**config.mk**
```make
export PLATFORM = sky130hd
export DESIGN_NAME = pwm_ramp_controller_flat
export DESIGN_NICKNAME = d
export VERILOG_FILES = /design/src/rtl/pwm_ramp_if.sv /design/src/rtl/pwm_ramp_controller.sv /design/src/flat_wrapper.sv
export SDC_FILE = /design/constraint.sdc
export NUM_CORES = 1
export LEC_CHECK = 0
export BUFFER_PORTS_ARGS = -buffer_cell sky130_fd_sc_hd__buf_2
export CORE_UTILIZATION = 30
export CTS_CLUSTER_DIAMETER = 80
export DETAILED_ROUTE_END_ITERATION = 12
export GPL_ROUTABILITY_DRIVEN = 0
export SETUP_SLACK_MARGIN = 0.15
export SYNTH_ARGS = -nofsm -noshare
export SYNTH_HDL_FRONTEND = slang
export SYNTH_SLANG_ARGS = --single-unit
```
**constraint.sdc**
```tcl
create_clock -name clk -period 2.6 [get_ports clk]
set_clock_uncertainty 0.2 [all_clocks]
set_input_delay 0.39 -clock clk [delete_from_list [all_inputs] [get_ports clk]]
set_output_delay 0.39 -clock clk [all_outputs]
set_load 0.01 [all_outputs]
```
**src/rtl/pwm_ramp_if.sv**
```systemverilog
`default_nettype none
// ----------------------------------------------------------------------------
// pwm_ramp_if : request/grant and duty-level bundle for pwm_ramp_controller
// Revision    : 1.0
// ----------------------------------------------------------------------------
interface pwm_ramp_if;
  logic       req_a;
  logic [1:0] lvl_a;
  logic       req_b;
  logic [1:0] lvl_b;
  logic       ack_a;
  logic       ack_b;
  logic [1:0] mode;
  logic       busy;
  logic       done;

  modport master (
    output req_a, lvl_a, req_b, lvl_b,
    input  ack_a, ack_b, mode, busy, done
  );

  modport slave (
    input  req_a, lvl_a, req_b, lvl_b,
    output ack_a, ack_b, mode, busy, done
  );
endinterface
`default_nettype wire

```
**src/rtl/pwm_ramp_controller.sv**
```systemverilog
`default_nettype none
// ----------------------------------------------------------------------------
// pwm_ramp_controller : round-robin level arbiter that ramps PWM mode by one
//                       step per STEP_PERIODS periods, only on period wraps
// Revision            : 1.0
// ----------------------------------------------------------------------------
module pwm_ramp_controller #(
  parameter int PERIOD       = 32,
  parameter int STEP_PERIODS = 4
) (
  input  logic      clk,
  input  logic      rst,
  pwm_ramp_if.slave bus
);

  localparam int             PCW       = (PERIOD > 1) ? $clog2(PERIOD) : 1;
  localparam logic [PCW-1:0] PCNT_LAST = PCW'(PERIOD - 1);
  localparam logic [7:0]     SCNT_LAST = 8'(STEP_PERIODS - 1);

  typedef enum logic [1:0] {
    S_IDLE  = 2'd0,
    S_GRANT = 2'd1,
    S_RAMP  = 2'd2,
    S_DONE  = 2'd3
  } state_t;

  state_t         state_q, state_d;
  logic [PCW-1:0] pcnt_q, pcnt_d;
  logic [7:0]     scnt_q, scnt_d;
  logic [1:0]     mode_q, mode_d;
  logic [1:0]     target_q, target_d;
  logic           rr_q, rr_d;
  logic           ack_a_q, ack_a_d;
  logic           ack_b_q, ack_b_d;
  logic           busy_q, busy_d;
  logic           done_q, done_d;
  logic           boundary;
  logic           pick_b;

  assign boundary = (pcnt_q == PCNT_LAST);
  assign pcnt_d   = boundary ? '0 : pcnt_q + PCW'(1);

  always_comb begin
    state_d  = state_q;
    scnt_d   = scnt_q;
    mode_d   = mode_q;
    target_d = target_q;
    rr_d     = rr_q;
    ack_a_d  = 1'b0;
    ack_b_d  = 1'b0;
    pick_b   = 1'b0;

    case (state_q)
      S_IDLE: begin
        if (bus.req_a || bus.req_b) begin
          // rr_q set means B wins a tie; it only moves on a tie
          pick_b = bus.req_b && (!bus.req_a || rr_q);
          if (bus.req_a && bus.req_b) begin
            rr_d = ~pick_b;
          end
          target_d = pick_b ? bus.lvl_b : bus.lvl_a;
          ack_a_d  = ~pick_b;
          ack_b_d  = pick_b;
          scnt_d   = '0;
          state_d  = S_GRANT;
        end
      end

      S_GRANT: begin
        state_d = (target_q == mode_q) ? S_DONE : S_RAMP;
      end

      S_RAMP: begin
        if (boundary) begin
          if (scnt_q == SCNT_LAST) begin
            scnt_d = '0;
            if ((target_q > mode_q) && (mode_q != 2'd3)) begin
              mode_d = mode_q + 2'd1;
            end else if ((target_q < mode_q) && (mode_q != 2'd0)) begin
              mode_d = mode_q - 2'd1;
            end
            if (mode_d == target_q) begin
              state_d = S_DONE;
            end
          end else begin
            scnt_d = scnt_q + 8'd1;
          end
        end
      end

      S_DONE: begin
        state_d = S_IDLE;
      end

      default: begin
        state_d = S_IDLE;
      end
    endcase

    busy_d = (state_d != S_IDLE);
    done_d = (state_d == S_DONE);
  end

  always_ff @(posedge clk) begin
    if (rst) begin
      state_q  <= S_IDLE;
      pcnt_q   <= '0;
      scnt_q   <= '0;
      mode_q   <= 2'd0;
      target_q <= 2'd0;
      rr_q     <= 1'b0;
      ack_a_q  <= 1'b0;
      ack_b_q  <= 1'b0;
      busy_q   <= 1'b0;
      done_q   <= 1'b0;
    end else begin
      state_q  <= state_d;
      pcnt_q   <= pcnt_d;
      scnt_q   <= scnt_d;
      mode_q   <= mode_d;
      target_q <= target_d;
      rr_q     <= rr_d;
      ack_a_q  <= ack_a_d;
      ack_b_q  <= ack_b_d;
      busy_q   <= busy_d;
      done_q   <= done_d;
    end
  end

  assign bus.ack_a = ack_a_q;
  assign bus.ack_b = ack_b_q;
  assign bus.mode  = mode_q;
  assign bus.busy  = busy_q;
  assign bus.done  = done_q;

endmodule
`default_nettype wire

```
**src/flat_wrapper.sv**
```systemverilog
// flat-port wrapper written by rule: the top's interface ports become plain ports
module pwm_ramp_controller_flat 
#(
  parameter int PERIOD       = 32,
  parameter int STEP_PERIODS = 4
)
  (clk, rst, bus_req_a, bus_lvl_a, bus_req_b, bus_lvl_b, bus_ack_a, bus_ack_b, bus_mode, bus_busy, bus_done);
  pwm_ramp_if bus_i ();
  input  logic clk;
  input  logic rst;
  input wire logic [$bits(bus_i.req_a)-1:0] bus_req_a;
  input wire logic [$bits(bus_i.lvl_a)-1:0] bus_lvl_a;
  input wire logic [$bits(bus_i.req_b)-1:0] bus_req_b;
  input wire logic [$bits(bus_i.lvl_b)-1:0] bus_lvl_b;
  output wire logic [$bits(bus_i.ack_a)-1:0] bus_ack_a;
  output wire logic [$bits(bus_i.ack_b)-1:0] bus_ack_b;
  output wire logic [$bits(bus_i.mode)-1:0] bus_mode;
  output wire logic [$bits(bus_i.busy)-1:0] bus_busy;
  output wire logic [$bits(bus_i.done)-1:0] bus_done;
  assign bus_i.req_a = bus_req_a;
  assign bus_i.lvl_a = bus_lvl_a;
  assign bus_i.req_b = bus_req_b;
  assign bus_i.lvl_b = bus_lvl_b;
  assign bus_ack_a = bus_i.ack_a;
  assign bus_ack_b = bus_i.ack_b;
  assign bus_mode = bus_i.mode;
  assign bus_busy = bus_i.busy;
  assign bus_done = bus_i.done;
  pwm_ramp_controller #(.PERIOD(PERIOD), .STEP_PERIODS(STEP_PERIODS)) u_core (.clk(clk), .rst(rst), .bus(bus_i));
endmodule
```
==> summary.txt <==
RUN
-------------------------------------------------------------------------------------
Count of max-cap constraint violations .................................            0

YOSYS
-------------------------------------------------------------------------------------
Largest cells by area after synthesis .................................. sky130_fd_sc_hd__dfxtp_1 (37%), sky130_fd_sc_hd__ha_1 (9.7%), sky130_fd_sc_hd__nor2_1 (5.0%)
Register area share after synthesis ....................................       0.3732
Syn Area/Cell ..........................................................   9.003 um^2
Synth Register Bits ....................................................           24
Total number of yosys warnings .........................................            0
Yosys top cell by area ................................................. sky130_fd_sc_hd__dfxtp_1
Netlist area before placement .......................................... 0.001287 mm^2
Gate count of the mapped netlist .......................................          143
Synth top area share ...................................................       0.3732
Number of distinct library cells after synthesis .......................           34
Synthesized netlist net count ..........................................          161

ROUTE
-------------------------------------------------------------------------------------
Count of routing violations after the opening detailed-route iteration .           33
Antenna violation net count after detailed routing .....................            0
Routed wire length per instance ........................................     10.71 um
Residual DRC count .....................................................            0
Via count normalized by instance count .................................        4.729
Pre-antenna DRT Iters ..................................................            4
Met3 WL post-DR ........................................................        74 um
Highest routed metal layer .............................................         met4
Total length of routed wires ...........................................      2218 um
Detailed-route via count ...............................................          979
Routed met1 length .....................................................      1202 um
Routed length on met2 ..................................................       929 um

WORST SETUP PATH
-------------------------------------------------------------------------------------
Depth of the worst register-to-register path ...........................            8
Arrival @ worst endpoint ...............................................      2240 ps
Kind of capture point of the worst setup path ..........................     register
CP required ............................................................      2540 ps
Crit path kind ......................................................... register to register
Setup slack of the most critical reg-to-reg path .......................       300 ps
Worst flop-to-flop path endpoint ....................................... u_core.bus.busy
Startpoint of the most critical register-to-register path .............. u_core.bus.mode[1]
Startpoint type of the worst setup path ................................     register
Maximum fanout along the worst path ....................................            6

WORST HOLD PATH
-------------------------------------------------------------------------------------
Endpoint of the worst hold path ........................................ u_core.pcnt_q[0]
Worst hold path class .................................................. register to register
Hold Path Stages .......................................................            1
Hold path startpoint ................................................... u_core.pcnt_q[0]

CELLS AND AREA
-------------------------------------------------------------------------------------
Final core area utilization ............................................       0.3552
Count of placed standard cells in the final layout, fillers left out ...          207
Storage element area ...................................................   481.7 um^2
Top library cells by usage in the layout, fill and taps aside .......... sky130_fd_sc_hd__dfxtp_1 (23), sky130_fd_sc_hd__nor2_1 (17), sky130_fd_sc_hd__buf_2 (13)
Multi-input gate area in the final layout ..............................   732.0 um^2
Final net count ........................................................          176
Layout Area Growth over Synthesis ......................................       11.95%
Post-route cell area ................................................... 0.001441 mm^2
Layout cell share with drive strength beyond 1 .........................       0.1529
Most common cell after layout, fill and taps aside ..................... sky130_fd_sc_hd__dfxtp_1
Number of antenna diodes ...............................................            0
Number of fill cells ...................................................          415

GLOBAL ROUTE
-------------------------------------------------------------------------------------
GRT Util Overall .......................................................       0.1091
Remaining global-route overflow ........................................            0
Maximum number of pins on one net before global-route repair ...........           18
Number of antenna violations at the first check in global routing ......            0
Wire length of the first global-routing pass ...........................      3795 um
Via count of the first global-routing pass .............................          897

PLACEMENT
-------------------------------------------------------------------------------------
HPWL reported at the end of detailed placement .........................      1708 um
Area after detailed placement .......................................... 0.001385 mm^2
Total of buffers placed on input and output ports ......................           13
Number of placed instances, taps included ..............................          203

DIE
-------------------------------------------------------------------------------------
Placeable core area .................................................... 0.004058 mm^2
Initial standard-cell utilization of the core ..........................       0.3173
Rows ...................................................................           23
Die width ..............................................................     67.51 um
Total Die Area ......................................................... 0.004558 mm^2
Die Y ..................................................................     67.51 um
Top Ports ..............................................................           14

CTS
-------------------------------------------------------------------------------------
Worst-skew pair later-pin latency ......................................       260 ps
Clock-pin slew on the worst setup and hold paths .......................        80 ps
TritonCTS clock tree ...................................................          yes
TritonCTS buffer count .................................................            3
H-Tree Level Count .....................................................            1
Clock Path Buffers .....................................................            2
Number of setup buffers added after CTS ................................            0
Root Buffer Master ..................................................... sky130_fd_sc_hd__clkbuf_8
CTS Sinks ..............................................................           24

STA
-------------------------------------------------------------------------------------
Tightest slew margin relative to the limit .............................       0.6358
Minimum clock period after layout ......................................      2297 ps
Worst Max-Slew Pin Slew ................................................     540.5 ps
Total count of max-transition violations in the final report ...........            0
RSZ-0062 raised after global routing ...................................           no
Final count of hold timing violations ..................................            0
Share of the clock period used by the worst path .......................       0.8836
Number of setup violations in the final report .........................            0
Top achievable clock speed .............................................    435.3 MHz
Final total negative setup slack .......................................         0 ps

POWER AND IR DROP
-------------------------------------------------------------------------------------
Lkg Pwr ................................................................    0.5852 nW
Areal power density over the cells ..................................... 626.4 mW/mm^2
Maximum vdd drop .......................................................    0.3025 mV

RUN STATUS
-------------------------------------------------------------------------------------
Run status ............................................................. finished, final reports clean

[cell type report]
class                      instances  share of cell area
timing repair buffer              14             0.05035
inverter                          10             0.02604
tap                               50             0.04340
clock buffer                       4             0.03819
multi-input combinational        105              0.5078
sequential                        24              0.3342
[report_power, final]
group / internal, mW / total (mW) / switching, mW
clock network: 0.135 / 0.246 / 0.111
registers: 0.399 / 0.420 / 0.0214
logic: 0.109 / 0.237 / 0.128
total: 0.643 / 0.903 / 0.260
[how the worst max path moves through the flow]
stage                                   from                to  slack, ps  cells past startpoint
after floorplan           u_core.bus.mode[1]   u_core.bus.busy        330                      8
after detailed placement  u_core.bus.mode[1]   u_core.bus.busy        250                      8
after CTS                 u_core.bus.mode[1]   u_core.bus.busy        240                      8
after global routing        u_core.pcnt_q[0]  u_core.scnt_q[5]        170                      9
after global placement    u_core.bus.mode[1]   u_core.bus.busy        290                      8
final                     u_core.bus.mode[1]   u_core.bus.busy        300                      8
[registers in the layout, summed over array words and instances (netlist names)]
name and count:
u_core.bus.busy 1, u_core.bus.ack_b 1, u_core.rr_q 1, u_core.bus.done 1
u_core.target_q 2, u_core.scnt_q 8, u_core.pcnt_q 5, u_core.bus.mode 2
u_core.bus.ack_a 1, u_core.state_q 2
[cells by family (layout without fill, tap and decap cells)]
kind of cell / after synthesis / count (layout) / share of synthesized area
compound gates: 26 / 26 / 0.1409
buf+inv: 14 / 28 / 0.05831
simple gates: 53 / 53 / 0.2187
mux: 3 / 3 / 0.02332
fa+ha+maj: 10 / 10 / 0.09718
xor+xnor: 13 / 13 / 0.08844
flops: 24 / 24 / 0.3732
[Yosys cell counts]
cell type and instances:
sky130_fd_sc_hd__o221ai_1 1, sky130_fd_sc_hd__nor3_1 6, sky130_fd_sc_hd__nand3b_1 1, sky130_fd_sc_hd__xor2_1 7, sky130_fd_sc_hd__nor2_2 1, sky130_fd_sc_hd__buf_6 3, sky130_fd_sc_hd__o22ai_1 1, sky130_fd_sc_hd__inv_1 10
sky130_fd_sc_hd__and4_4 1, sky130_fd_sc_hd__a21o_2 1, sky130_fd_sc_hd__o21a_1 1, sky130_fd_sc_hd__nor3b_1 4, sky130_fd_sc_hd__a211oi_1 4, sky130_fd_sc_hd__o21bai_1 2, sky130_fd_sc_hd__nand3_1 6, sky130_fd_sc_hd__nand4_1 3
sky130_fd_sc_hd__ha_1 10, sky130_fd_sc_hd__a211oi_4 1, sky130_fd_sc_hd__nor2b_1 1, sky130_fd_sc_hd__nor2b_2 1, sky130_fd_sc_hd__nor2_1 17, sky130_fd_sc_hd__dfxtp_1 24, sky130_fd_sc_hd__o211ai_1 1, sky130_fd_sc_hd__o21ai_0 5
sky130_fd_sc_hd__and3_1 3, sky130_fd_sc_hd__a21oi_1 6, sky130_fd_sc_hd__nand2_1 5, sky130_fd_sc_hd__mux2i_1 3, sky130_fd_sc_hd__and2b_1 3, sky130_fd_sc_hd__a31oi_1 2, sky130_fd_sc_hd__clkbuf_1 1, sky130_fd_sc_hd__nor4b_1 1
sky130_fd_sc_hd__xnor2_1 6, sky130_fd_sc_hd__o311a_1 1
[through the flow]
stage / setup WS, ps / hold WS (ps) / total power [mW]
after floorplan: 333.1 / 229.1 / 0.6194
after global placement: 289.7 / 252.1 / 0.6692
after global routing: 170.7 / 285.7 / 0.9711
after CTS: 235.9 / 268.0 / 0.9180
final: 302.7 / 268.4 / 0.9029
after detailed placement: 254.7 / 261.6 / 0.6695
[worst max-delay path, stage by stage (launching register included)]
cell and delay [ps]:
sky130_fd_sc_hd__dfxtp_2 380, sky130_fd_sc_hd__inv_1 70, sky130_fd_sc_hd__ha_1 330, sky130_fd_sc_hd__and2b_1 210
sky130_fd_sc_hd__o21a_1 190, sky130_fd_sc_hd__o311a_1 340, sky130_fd_sc_hd__xnor2_1 130, sky130_fd_sc_hd__a31oi_1 210
sky130_fd_sc_hd__o21ai_0 120
[routing by layer]
layer	global-route usage	vias to the layer above
li1	-	527
met5	0	-
met3	0.03547	2
met2	0.1683	9
met4	0.02394	0
met1	0.1465	441
[timing repair]
| action | 4_1_cts | 5_1_grt |
|---|---|---|
| hold buffers | 0 | 0 |
| gates resized for setup | 0 | 1 |
| endpoints found under the setup margin | 0 | 1 |
| endpoints found under the hold margin | 0 | 0 |
Power figures use the tool's default switching activity.
